## config.mk

```make
export PLATFORM = sky130hd
export DESIGN_NAME = led_scan_ctrl
export DESIGN_NICKNAME = d
export VERILOG_FILES = /design/src/rtl/led_scan_ctrl.sv
export SDC_FILE = /design/constraint.sdc
export NUM_CORES = 1
export LEC_CHECK = 0
export ABC_AREA = 1
export BUFFER_PORTS_ARGS = -buffer_cell sky130_fd_sc_hd__buf_2
export CORE_ASPECT_RATIO = 0.6
export CORE_MARGIN = 2
export CORE_UTILIZATION = 45
export CTS_CLUSTER_DIAMETER = 100
export DETAILED_ROUTE_END_ITERATION = 6
export HOLD_SLACK_MARGIN = 0.1
export PLACE_DENSITY = 0.67
export SYNTH_ARGS = -nofsm -noshare
export SYNTH_HDL_FRONTEND = slang
export SYNTH_SLANG_ARGS = --single-unit
```

## constraint.sdc

```tcl
create_clock -name clk -period 2.1 [get_ports clk]
set_clock_uncertainty 0.2 [all_clocks]
set_input_delay 0.105 -clock clk [delete_from_list [all_inputs] [get_ports clk]]
set_output_delay 0.105 -clock clk [all_outputs]
set_load 0.1 [all_outputs]
```

## src/rtl/led_scan_ctrl.sv

```systemverilog
// Sequencer for a registered 3-to-8 one-cold LED decoder: manual select or up/down/bounce scans with per-position dwell.
// All outputs registered; optional auto-stop after N sweeps with busy/done handshake.
module led_scan_ctrl #(
  parameter int DWELL = 4,
  parameter int CNT_W = 16
) (
  input  logic       clk,
  input  logic       rst,
  input  logic       start,
  input  logic       stop,
  input  logic [1:0] mode,
  input  logic [2:0] manual_sel,
  input  logic [3:0] sweeps,
  output logic [2:0] switch,
  output logic [2:0] enable,
  output logic       busy,
  output logic       done
);

  typedef enum logic {
    IDLE = 1'b0,
    RUN  = 1'b1
  } state_t;

  typedef enum logic [1:0] {
    MANUAL    = 2'd0,
    SCAN_UP   = 2'd1,
    SCAN_DOWN = 2'd2,
    BOUNCE    = 2'd3
  } mode_t;

  localparam logic [CNT_W-1:0] DWELL_LAST = CNT_W'(DWELL - 1);
  localparam logic [2:0]       EN_LIT     = 3'd4;
  localparam logic [2:0]       EN_OFF     = 3'd0;

  state_t           state, state_nxt;
  mode_t            mode_q, mode_nxt;
  logic [3:0]       sweeps_q, sweeps_nxt;
  logic [3:0]       sweep_cnt, sweep_cnt_nxt;
  logic [CNT_W-1:0] dwell_cnt, dwell_cnt_nxt;
  logic             dir_up, dir_up_nxt;
  logic [2:0]       switch_nxt;
  logic [2:0]       enable_nxt;
  logic             busy_nxt;
  logic             done_nxt;

  // Scan-step helpers shared by the next-state and output logic
  logic             step;
  logic             wrap;
  logic [2:0]       pos_adv;
  logic             dir_adv;
  logic [3:0]       sweep_inc;
  logic             finish;

  always_comb begin
    pos_adv = switch;
    dir_adv = dir_up;
    wrap    = 1'b0;
    case (mode_q)
      SCAN_UP: begin
        pos_adv = switch + 3'd1;
        wrap    = (switch == 3'd7);
      end
      SCAN_DOWN: begin
        pos_adv = switch - 3'd1;
        wrap    = (switch == 3'd0);
      end
      BOUNCE: begin
        if (dir_up) begin
          if (switch == 3'd7) begin
            pos_adv = 3'd6;
            dir_adv = 1'b0;
            wrap    = 1'b1;
          end else begin
            pos_adv = switch + 3'd1;
          end
        end else begin
          if (switch == 3'd0) begin
            pos_adv = 3'd1;
            dir_adv = 1'b1;
            wrap    = 1'b1;
          end else begin
            pos_adv = switch - 3'd1;
          end
        end
      end
      default: ;
    endcase
    step      = (state == RUN) && (mode_q != MANUAL) && (dwell_cnt == DWELL_LAST);
    sweep_inc = sweep_cnt + 4'd1;
    finish    = step && wrap && (sweeps_q != 4'd0) && (sweep_inc == sweeps_q);
  end

  // State register
  always_ff @(posedge clk or negedge rst) begin
    if (!rst) state <= IDLE;
    else      state <= state_nxt;
  end

  // Next-state logic; stop outranks sweep completion
  always_comb begin
    state_nxt = state;
    case (state)
      IDLE:    if (start) state_nxt = RUN;
      RUN:     if (stop || finish) state_nxt = IDLE;
      default: state_nxt = IDLE;
    endcase
  end

  // Output / datapath next values
  always_comb begin
    mode_nxt      = mode_q;
    sweeps_nxt    = sweeps_q;
    sweep_cnt_nxt = sweep_cnt;
    dwell_cnt_nxt = dwell_cnt;
    dir_up_nxt    = dir_up;
    switch_nxt    = switch;
    enable_nxt    = enable;
    busy_nxt      = busy;
    done_nxt      = 1'b0;
    case (state)
      IDLE: begin
        enable_nxt = EN_OFF;
        busy_nxt   = 1'b0;
        if (start) begin
          mode_nxt      = mode_t'(mode);
          sweeps_nxt    = sweeps;
          sweep_cnt_nxt = 4'd0;
          dwell_cnt_nxt = '0;
          dir_up_nxt    = 1'b1;
          enable_nxt    = EN_LIT;
          busy_nxt      = 1'b1;
          case (mode_t'(mode))
            MANUAL:    switch_nxt = manual_sel;
            SCAN_DOWN: switch_nxt = 3'd7;
            default:   switch_nxt = 3'd0;
          endcase
        end
      end
      RUN: begin
        if (stop) begin
          enable_nxt = EN_OFF;
          busy_nxt   = 1'b0;
        end else if (mode_q == MANUAL) begin
          switch_nxt = manual_sel;
        end else if (step) begin
          dwell_cnt_nxt = '0;
          if (finish) begin
            enable_nxt = EN_OFF;
            busy_nxt   = 1'b0;
            done_nxt   = 1'b1;
          end else begin
            switch_nxt = pos_adv;
            dir_up_nxt = dir_adv;
            // Unlimited runs keep the sweep counter parked at zero
            if (wrap && (sweeps_q != 4'd0)) sweep_cnt_nxt = sweep_inc;
          end
        end else begin
          dwell_cnt_nxt = dwell_cnt + 1'b1;
        end
      end
      default: ;
    endcase
  end

  always_ff @(posedge clk or negedge rst) begin
    if (!rst) begin
      mode_q    <= MANUAL;
      sweeps_q  <= 4'd0;
      sweep_cnt <= 4'd0;
      dwell_cnt <= '0;
      dir_up    <= 1'b1;
      switch    <= 3'd0;
      enable    <= EN_OFF;
      busy      <= 1'b0;
      done      <= 1'b0;
    end else begin
      mode_q    <= mode_nxt;
      sweeps_q  <= sweeps_nxt;
      sweep_cnt <= sweep_cnt_nxt;
      dwell_cnt <= dwell_cnt_nxt;
      dir_up    <= dir_up_nxt;
      switch    <= switch_nxt;
      enable    <= enable_nxt;
      busy      <= busy_nxt;
      done      <= done_nxt;
    end
  end

endmodule

```

==> results.md <==
- Status: complete, no violations
- DP Area: 0.00240 mm^2
- Met1 GRT Util: 0.364
- Die Area: between 0.005 and 0.006 mm^2
- Compound-Gate Fraction of Synth Area: 0.0897
- DR iter-0 viols: 177
- HPWL Detailed: ~4.0 mm
- Drt drc: 0
- Met3 usage in global routing: 0.0474
- Ys async rst share: 1.00
- Grt met2 use: 0.273
- Setup bufs post-CTS: 0
- Post-Synth XOR/XNOR Area: 0.0157
- Yosys reg bits: 33
- Average wire per standard cell: 12.8 um
- Worst skew pair latency: 0.29 ns
- Die H: 58.6 um
- Setup WS post-layout: about 0.12 ns
- Synth top area cells: dfrtp_1 36%, nand2_1 15%, nor2_1 7.9%
- Filler Cell Count: around 420
- Unique masters post-synth: 33
- First-pass GRT wire length: 9.12 mm
- Pwr dens: 972 mW/mm^2
- Sink Count: 33
- Levels on crit path: 11
- Grt ovf: 0
- Synth Area in Simple Gates: 0.390
- Fin. Hold Viols: 0
- Die width: approximately 95 um
- R2r setup slk: roughly 0.12 ns
- Cell Rows: 19
- R2R cell count: 11
- EDFF count, synth: 0
- Class of the worst hold path: input port to asynchronous set/reset pin
- Core area: 0.00468 mm^2
- Initial antenna violation count: 0
- Syn Inst Count: between 300 and 400
- Cell area after synthesis: around 0.0022 mm^2
- Peak Freq: slightly above 0.5 GHz
- Cts bufs inserted: 5
- Slew margin rel.: 0.493
- Slew Limit Fails: 0
- Ys Warns: 0
- Pleak: approximately 1.3 nW
- Count of final setup violators: 0
- CP endpoint kind: flop
- VDD IR max: 0.935 mV
- H-tree levels: 2
- Critical Path Start Type: flop
- WP data required: 2.13 ns
- Count leader, synth: nand2_1
- DR vias: between 2k and 2.5k
- DRT antenna net count: 0
- Yosys top cell area share: 0.359
- Commonest cells in the netlist: 89 x nand2_1, 47 x nor2_1, 34 x inv_1
- Most used DFF post-synth: dfrtp_1
- Mux cell area share after synthesis: 0
- Crit path max fanout: 10
- Post-synthesis sequential area ratio: 0.371
- Minimum clock period: 1.98 ns
- Crit path launch: sweep_cnt[1]
- Most frequent CP cell: nand2_1
- Layout cells sized above 1: 0.140
- Syn avg cell area: about 7 um^2
- Largest family of logic cells by synthesized area: simple AND/OR/NAND/NOR gates
- DR pass1 iterations: 5
- Setup Crit Path Kind: flop to flop
- Synth-to-Final Area Change: 19.0%
- Tot Pwr: 2.58 mW
- CP Cell Sequence: ha_1, inv_1, nand2_1, nand2_1, nor2_1, nand2_1, nor2_1, nand3_2, nand3_2, nand2_1, nand2_1
- Critical path's top delay family: simple AND/OR/NAND/NOR gates
- Slowest CP cell: dfrtp_1
- Worst r2r dst: sweep_cnt[0]
- Nets@finish: between 300 and 400
- WP data arrival: approximately 2 ns
- CTS tree: built
- Hold slack: 0.226 ns
- Initial Utilization: 0.477
- RSZ-0062 raised after global routing: true
- N_diodes: 0
- Buf/Inv on CP: 1
- Vias in the first global route: between 1.5k and 2k
- Tcrit/Tclk final: 0.942
- PortBufs: 18
- Design area: between 0.002 and 0.003 mm^2
- Crit path to: sweep_cnt[0]
- Largest net degree at the start of global routing: 34
- Clk slew on worst S/H paths: 0.07 ns
- Max cap viols: 0
- Ports: 21
- Worst r2r src: sweep_cnt[1]
- Final WL: about 5.5 mm
- Clock tree buffer depth: 2
- Gr usage total: 0.221
- Slowest stage delay, CP: around 0.43 ns
- GR peak layer: met1
- Largest area contributor in the netlist: dfrtp_1
- Root buf cell: clkbuf_8
- Slew @ Worst Pin: 0.761 ns
- Adder-Cell Fraction of Synth Area: 0.0392
- Post-Place Worst Slack: between 0.15 and 0.2 ns
- DR vias/cell: roughly 5.1
- RD Place Congestion: between 0.8 and 0.9
[how the worst min path moves through the flow]
stage,start,end,slack [ns],depth (start not counted)
2_1_floorplan,rst,done,-0.39,0
3_3_place_gp,rst,dwell_cnt[11],0.02,1
3_5_place_dp,rst,dwell_cnt[11],0.02,1
4_1_cts,rst,dwell_cnt[14],0.24,2
5_1_grt,rst,sweeps_q[2],0.32,2
6_report,rst,dwell_cnt[14],0.23,2
[cell usage in the layout (no fill, tap or decap), drive strengths merged]
master        n
o31ai         1
nand3        22
clkbuf        8
nand2        92
a21oi        14
a31oi         2
o21ai        16
xor2          4
dfstp         1
nand4        14
buf          24
nor3         13
or2           1
nor2         50
dlygate4sd3  18
ha            7
conb          2
dfrtp        32
a21boi        1
nor3b         3
inv          39
o21a          1
[state kept, by name, indices dropped and copies added (netlist names)]
| name | cells |
|---|---|
| mode_q | 2 |
| dir_up | 1 |
| sweeps_q | 4 |
| dwell_cnt | 16 |
| enable | 1 |
| switch | 3 |
| done | 1 |
| state | 1 |
| sweep_cnt | 4 |
[power breakdown]
group | switching, mW | total (mW) | internal, mW | leakage, nW
clock | 0.238 | 0.473 | 0.236 | 0.0395
combinational | 0.834 | 1.21 | 0.372 | 0.864
sequential | 0.140 | 0.902 | 0.762 | 0.428
[through the flow]
stage,utilization,TNS (ns),instances
after floorplan,-,-0.0000830,323
after global placement,0.512,0,402
after detailed placement,0.512,0,402
after CTS,0.567,0,428
after global routing,0.567,-0.00401,428
final,0.567,0,428
[per-layer routing]
metal | wire (um) | part of all wire
met4 | 74 | 0.013
met1 | 3080 | 0.56
met5 | 0 | 0
met3 | 379 | 0.069
met2 | 1960 | 0.36
[cells by family after synthesis]
family                     Yosys count
buffers and inverters               47
adders and majority gates            7
and+or+nand+nor                    195
DFF                                 33
AOI/OAI and AO/OA                   35
xor gates and xnor gates             4
other                                1
[final cells by class]
type,instances,area [um^2],area share
Multi-Input combinational cell,243,1200,0.452
Sequential cell,33,831,0.313
Timing Repair Buffer,42,315,0.119
Inverter,39,151,0.0570
Clock buffer,8,80.1,0.0301
Tap cell,63,78.8,0.0297
[what timing repair did]
action	4_1_cts	5_1_grt
setup endpoints to repair	0	1
endpoints found under the hold margin	44	0
gates resized for setup	0	0
hold buffers	18	0
No activity file was read; power rests on OpenSTA's default activity.
